[src/rtl/alu_wb_stage_pkg.sv]
// rtl/alu_wb_stage_pkg.sv - shared types and sizes for the ALU writeback buffer
package alu_wb_stage_pkg;

  localparam int WB_DATA_W = 8;
  localparam int WB_ADDR_W = 4;
  localparam int WB_DEPTH  = 2;

  typedef struct packed {
    logic [WB_DATA_W-1:0] data;
    logic [WB_ADDR_W-1:0] addr;
    logic                 we;
  } wb_entry_t;

endpackage

[src/rtl/alu_wb_stage_wb_fifo2.sv]
// rtl/alu_wb_stage_wb_fifo2.sv - two-slot in-order entry buffer with per-slot visibility
module wb_fifo2
  import alu_wb_stage_pkg::*;
(
  input  logic                       Clk,
  input  logic                       Reset_n,
  input  logic                       push,
  input  wb_entry_t                  push_entry,
  input  logic                       pop,
  output logic                       full,
  output logic                       empty,
  output wb_entry_t                  head,
  output logic [WB_DEPTH-1:0]        slot_valid,
  output wb_entry_t [WB_DEPTH-1:0]   slot_entry
);

  wb_entry_t [WB_DEPTH-1:0] slots;
  logic                     wr_ptr;
  logic                     rd_ptr;
  logic [1:0]               count;
  logic                     push_ok;
  logic                     pop_ok;

  assign full    = (count == 2'd2);
  assign empty   = (count == 2'd0);
  assign push_ok = push & ~full;
  assign pop_ok  = pop & ~empty;

  always_ff @(posedge Clk or negedge Reset_n) begin
    if (!Reset_n) begin
      slots  <= '0;
      wr_ptr <= 1'b0;
      rd_ptr <= 1'b0;
      count  <= 2'd0;
    end else begin
      if (push_ok) begin
        slots[wr_ptr] <= push_entry;
        wr_ptr        <= ~wr_ptr;
      end
      if (pop_ok) begin
        rd_ptr <= ~rd_ptr;
      end
      if (push_ok && !pop_ok) begin
        count <= count + 2'd1;
      end else if (pop_ok && !push_ok) begin
        count <= count - 2'd1;
      end
    end
  end

  // Stale slot contents stay hidden: head reads zero when nothing is buffered.
  assign head       = empty ? '0 : slots[rd_ptr];
  assign slot_entry = slots;

  always_comb begin
    slot_valid = '0;
    if (count == 2'd2) begin
      slot_valid = '1;
    end else if (count == 2'd1) begin
      slot_valid[rd_ptr] = 1'b1;
    end
  end

endmodule

[src/rtl/alu_wb_stage.sv]
// rtl/alu_wb_stage.sv - ALU result writeback buffer with flag registers and hazard scoreboard
module alu_wb_stage
  import alu_wb_stage_pkg::*;
#(
  parameter int W  = WB_DATA_W,
  parameter int AW = WB_ADDR_W,
  parameter int CW = 16
) (
  input  logic          Clk,
  input  logic          Reset_n,
  input  logic          in_valid,
  output logic          in_ready,
  input  logic [W-1:0]  alu_out,
  input  logic          alu_sc,
  input  logic          alu_zero,
  input  logic          alu_pf,
  input  logic [AW-1:0] rd_addr,
  input  logic          rd_we,
  input  logic          flag_we,
  output logic          wb_valid,
  input  logic          wb_ready,
  output logic [AW-1:0] wb_addr,
  output logic [W-1:0]  wb_data,
  output logic          wb_we,
  output logic          cf,
  output logic          zf,
  output logic          pf,
  input  logic [AW-1:0] hz_addr,
  output logic          hz_hit,
  output logic [CW-1:0] retired
);

  logic                     push;
  logic                     pop;
  logic                     full;
  logic                     empty;
  wb_entry_t                push_entry;
  wb_entry_t                head;
  logic [WB_DEPTH-1:0]      slot_valid;
  wb_entry_t [WB_DEPTH-1:0] slot_entry;

  assign in_ready = ~full;
  assign wb_valid = ~empty;
  assign push     = in_valid & in_ready;
  assign pop      = wb_valid & wb_ready;

  assign push_entry.data = alu_out;
  assign push_entry.addr = rd_addr;
  assign push_entry.we   = rd_we;

  wb_fifo2 u_fifo (
    .Clk        (Clk),
    .Reset_n    (Reset_n),
    .push       (push),
    .push_entry (push_entry),
    .pop        (pop),
    .full       (full),
    .empty      (empty),
    .head       (head),
    .slot_valid (slot_valid),
    .slot_entry (slot_entry)
  );

  assign wb_addr = head.addr;
  assign wb_data = head.data;
  assign wb_we   = head.we;

  // Flags follow the push so the very next ALU op sees the new carry, regardless of writeback stalls.
  always_ff @(posedge Clk or negedge Reset_n) begin
    if (!Reset_n) begin
      cf <= 1'b0;
      zf <= 1'b0;
      pf <= 1'b0;
    end else if (push && flag_we) begin
      cf <= alu_sc;
      zf <= alu_zero;
      pf <= alu_pf;
    end
  end

  always_ff @(posedge Clk or negedge Reset_n) begin
    if (!Reset_n) begin
      retired <= '0;
    end else if (pop) begin
      retired <= retired + CW'(1);
    end
  end

  always_comb begin
    hz_hit = 1'b0;
    for (int i = 0; i < WB_DEPTH; i++) begin
      if (slot_valid[i] && slot_entry[i].we && (slot_entry[i].addr == hz_addr)) begin
        hz_hit = 1'b1;
      end
    end
  end

endmodule
[config.mk]
export PLATFORM = sky130hd
export DESIGN_NAME = alu_wb_stage
export DESIGN_NICKNAME = d
export VERILOG_FILES = /design/src/rtl/alu_wb_stage_pkg.sv /design/src/rtl/alu_wb_stage_wb_fifo2.sv /design/src/rtl/alu_wb_stage.sv
export SDC_FILE = /design/constraint.sdc
export NUM_CORES = 1
export LEC_CHECK = 0
export ABC_CLOCK_PERIOD_IN_PS = 1800
export BUFFER_PORTS_ARGS = -buffer_cell sky130_fd_sc_hd__buf_4
export CORE_UTILIZATION = 52
export DETAILED_ROUTE_END_ITERATION = 10
export MAX_ROUTING_LAYER = met4
export PLACE_DENSITY = 0.84
export SYNTH_ARGS = -nofsm -noshare
export SYNTH_HDL_FRONTEND = slang
export SYNTH_SLANG_ARGS = --single-unit
[constraint.sdc]
create_clock -name Clk -period 1.8 [get_ports Clk]
set_clock_uncertainty 0.05 [all_clocks]
set_input_delay 0.18 -clock Clk [delete_from_list [all_inputs] [get_ports Clk]]
set_output_delay 0.18 -clock Clk [all_outputs]
set_load 0.01 [all_outputs]
==> impl_metrics.tcl <==
set metrics [dict create \
    outcome "finished, final reports clean" \
    worstPathMaxFanout 4 \
    syn_area_um2 2330 \
    p_leak_nw 1.53 \
    first_pass_iters 4 \
    antenna_found_initial 0 \
    peakVddDrop_v 0.00111 \
    netlist_instances 187 \
    synth_common_cells "dfrtp_1 (49), mux2_2 (29), nor2_1 (16)" \
    multiInputGateArea_um2 1120 \
    ys_seq_elements 49 \
    ys_types 26 \
    yosysSeqAreaShare 0.526 \
    port_buffers 59 \
    dp_slack_ns 0.0886 \
    synth.most_common_cell "dfrtp_1" \
    fp-row-count 23 \
    p_total_mw 5.19 \
    r2r_start "u_fifo.count[1]" \
    place.gp.congestion 0.744 \
    clock.fmax_mhz 562 \
    dr_total_vias 1597 \
    dp_hpwl_um 3110 \
    fill_cells 316 \
    finalCriticalPeriod_ns 1.78 \
    cp-startpoint "u_fifo.count[1]" \
    rrSetupSlack_ns 0.02 \
    busiest_layer "met2" \
    synth.top_cell.area_share 0.526 \
    die-area_um2 4750 \
    synth_area_leaders "dfrtp_1 (53%), mux2_2 (14%), mux2i_1 (5.6%)" \
    crit_type "flop to flop" \
    worstPathArrival_ns 1.93 \
    whs_ns 0.0610 \
    drcViolationCount 0 \
    area_growth_pct 31.9 \
    worstMarginPinSlew_ns 0.600 \
    nNetsFinal 289 \
    grt_overflow_total 0 \
    grt_max_degree 50 \
    hold_path.class "input pin to flop" \
    final-setup-viol-count 0 \
    met2_usage 0.307 \
    syn_avg_cell_area_um2 12.5 \
    ys.flop_type "dfrtp_1" \
    initial_core_util 0.563 \
    synth_warnings 0 \
    grt_setup_unrepaired "yes" \
    synth_nets 217 \
    fp.dieW_um 69.0 \
    instances_no_fill 310 \
    ys_async_sr_fraction 1.00 \
    power_density_nw_per_um2 1690 \
    cts_tree "yes" \
    cp-end-kind "flop" \
    max-slew-margin-rel 0.600 \
    placed_cell_area_um2 2850 \
    layout-drive-gt1-share 0.477 \
    viasPerCell 5.15 \
    track_usage 0.204 \
    ios 60 \
    final.setup.worst_slack_ns 0.0207 \
    fin_area_um2 3070 \
    final_core_util 0.742 \
    grt_pass1_vias 1416 \
    slew_violations 0 \
    cts_root_buffer "clkbuf_8" \
    yosysTopAreaCell "dfrtp_1" \
    drv_cap 0 \
    hp-start "alu_sc" \
    core_um2 4140 \
    dp.cells 296 \
    grt_pass1_wl_um 6730 \
    finalHoldViolations 0 \
    cp.required_ns 1.95 \
    cts.htree.levels 2 \
    synth_edf_count 0 \
    cts_sinks 49 \
    seq_area_um2 1230 \
    diodes 0 \
    drtIter0Drc 44 \
    wirelength_um 4520 \
    fp.dieH_um 69.0 \
    wl_per_cell_um 14.6 \
    grt_use_met3 0.0444 \
    startpoint_type "flop" \
    tns_ns 0 \
    grt.met1_usage 0.274 \
    clockBufferDepth 2 \
    cts_buffers 5 \
    cts.reportedPaths.clkPinSlew_ns 0.09 \
    antenna_left 0 \
    clock_latency_ns 0.30 \
    finalCritPeriodShare 0.988 \
]
==> state kept, by name, indices dropped and copies added (netlist names) <==
| signal | count |
|---|---|
| zf | 1 |
| pf | 1 |
| u_fifo.count | 2 |
| u_fifo.rd_ptr | 1 |
| cf | 1 |
| retired | 16 |
| u_fifo.slot_entry | 26 |
| u_fifo.wr_ptr | 1 |
==> kinds of logic (layout without fill, tap and decap cells) <==
logic type,after synthesis,in the layout,synth area share
xor+xnor,27,27,0.101
compound gates,4,4,0.00858
simple gates,48,48,0.116
buf+inv,12,85,0.0247
mux,42,42,0.196
fa+ha+maj,5,5,0.0268
flops,49,49,0.526
==> area by class of cell <==
| type | count | area share |
|---|---|---|
| tap | 50 | 0.0204 |
| clock buffer | 7 | 0.0313 |
| inverter | 6 | 0.00733 |
| timing repair buffer | 71 | 0.177 |
| clock inverter | 1 | 0.00163 |
| multi-input combinational | 126 | 0.363 |
| sequential | 49 | 0.400 |
==> metal layers <==
metal	vias to the layer above	part of all wire
li1	775	-
met1	787	0.47
met2	29	0.49
met3	6	0.034
met4	0	0.014
met5	-	0
==> final timing paths <==
check | endpoint | cells after the start
hold reg to reg | retired[15] | 1
min in group asynchronous | u_fifo.slot_entry[23] | 2
hold / removal | cf | 2
max in group asynchronous | u_fifo.rd_ptr | 2
setup reg to reg | u_fifo.count[0] | 7
setup / recovery | u_fifo.count[0] | 7
==> critical path, cell delays in order, from the launching register on <==
cell	delay, ns
dfrtp_1	0.43
inv_2	0.08
buf_4	0.14
ha_4	0.17
nor2b_1	0.14
inv_1	0.10
ha_1	0.36
xnor2_1	0.21
==> where the power goes <==
| group | switching, mW | internal, mW | total (mW) |
|---|---|---|---|
| clock network | 0.343 | 0.347 | 0.691 |
| logic | 1.11 | 1.43 | 2.54 |
| registers | 0.399 | 1.56 | 1.96 |
| total | 1.85 | 3.34 | 5.19 |
==> timing repair <==
item | CTS | global route
cloned | 0 | 1
resized for setup | 3 | 18
hold buffers | 1 | 0
hold endpoints to repair | 49 | 0
setup buffers | 0 | 4
pin swaps | 1 | 6
endpoints found under the setup margin | 1 | 4
==> cells in the final DEF, fill, tap and decap left out, types with 2 or more instances in the layout <==
| cell | synthesis | layout |
|---|---|---|
| and3_1 | 4 | 4 |
| buf_4 | 0 | 68 |
| buf_6 | 1 | 2 |
| clkbuf_8 | 0 | 7 |
| dfrtp_1 | 49 | 47 |
| dfrtp_2 | 0 | 2 |
| ha_1 | 5 | 2 |
| ha_4 | 0 | 3 |
| inv_1 | 6 | 4 |
| inv_2 | 0 | 2 |
| mux2_2 | 29 | 29 |
| mux2i_1 | 13 | 13 |
| nand2_1 | 10 | 10 |
| nand3_1 | 5 | 5 |
| nand4_1 | 2 | 2 |
| nor2_1 | 16 | 15 |
| nor2b_1 | 2 | 2 |
| nor3_4 | 1 | 2 |
| o21ai_0 | 3 | 2 |
| xnor2_1 | 14 | 14 |
| xor2_1 | 13 | 13 |
No activity file was read; power rests on OpenSTA's default activity.
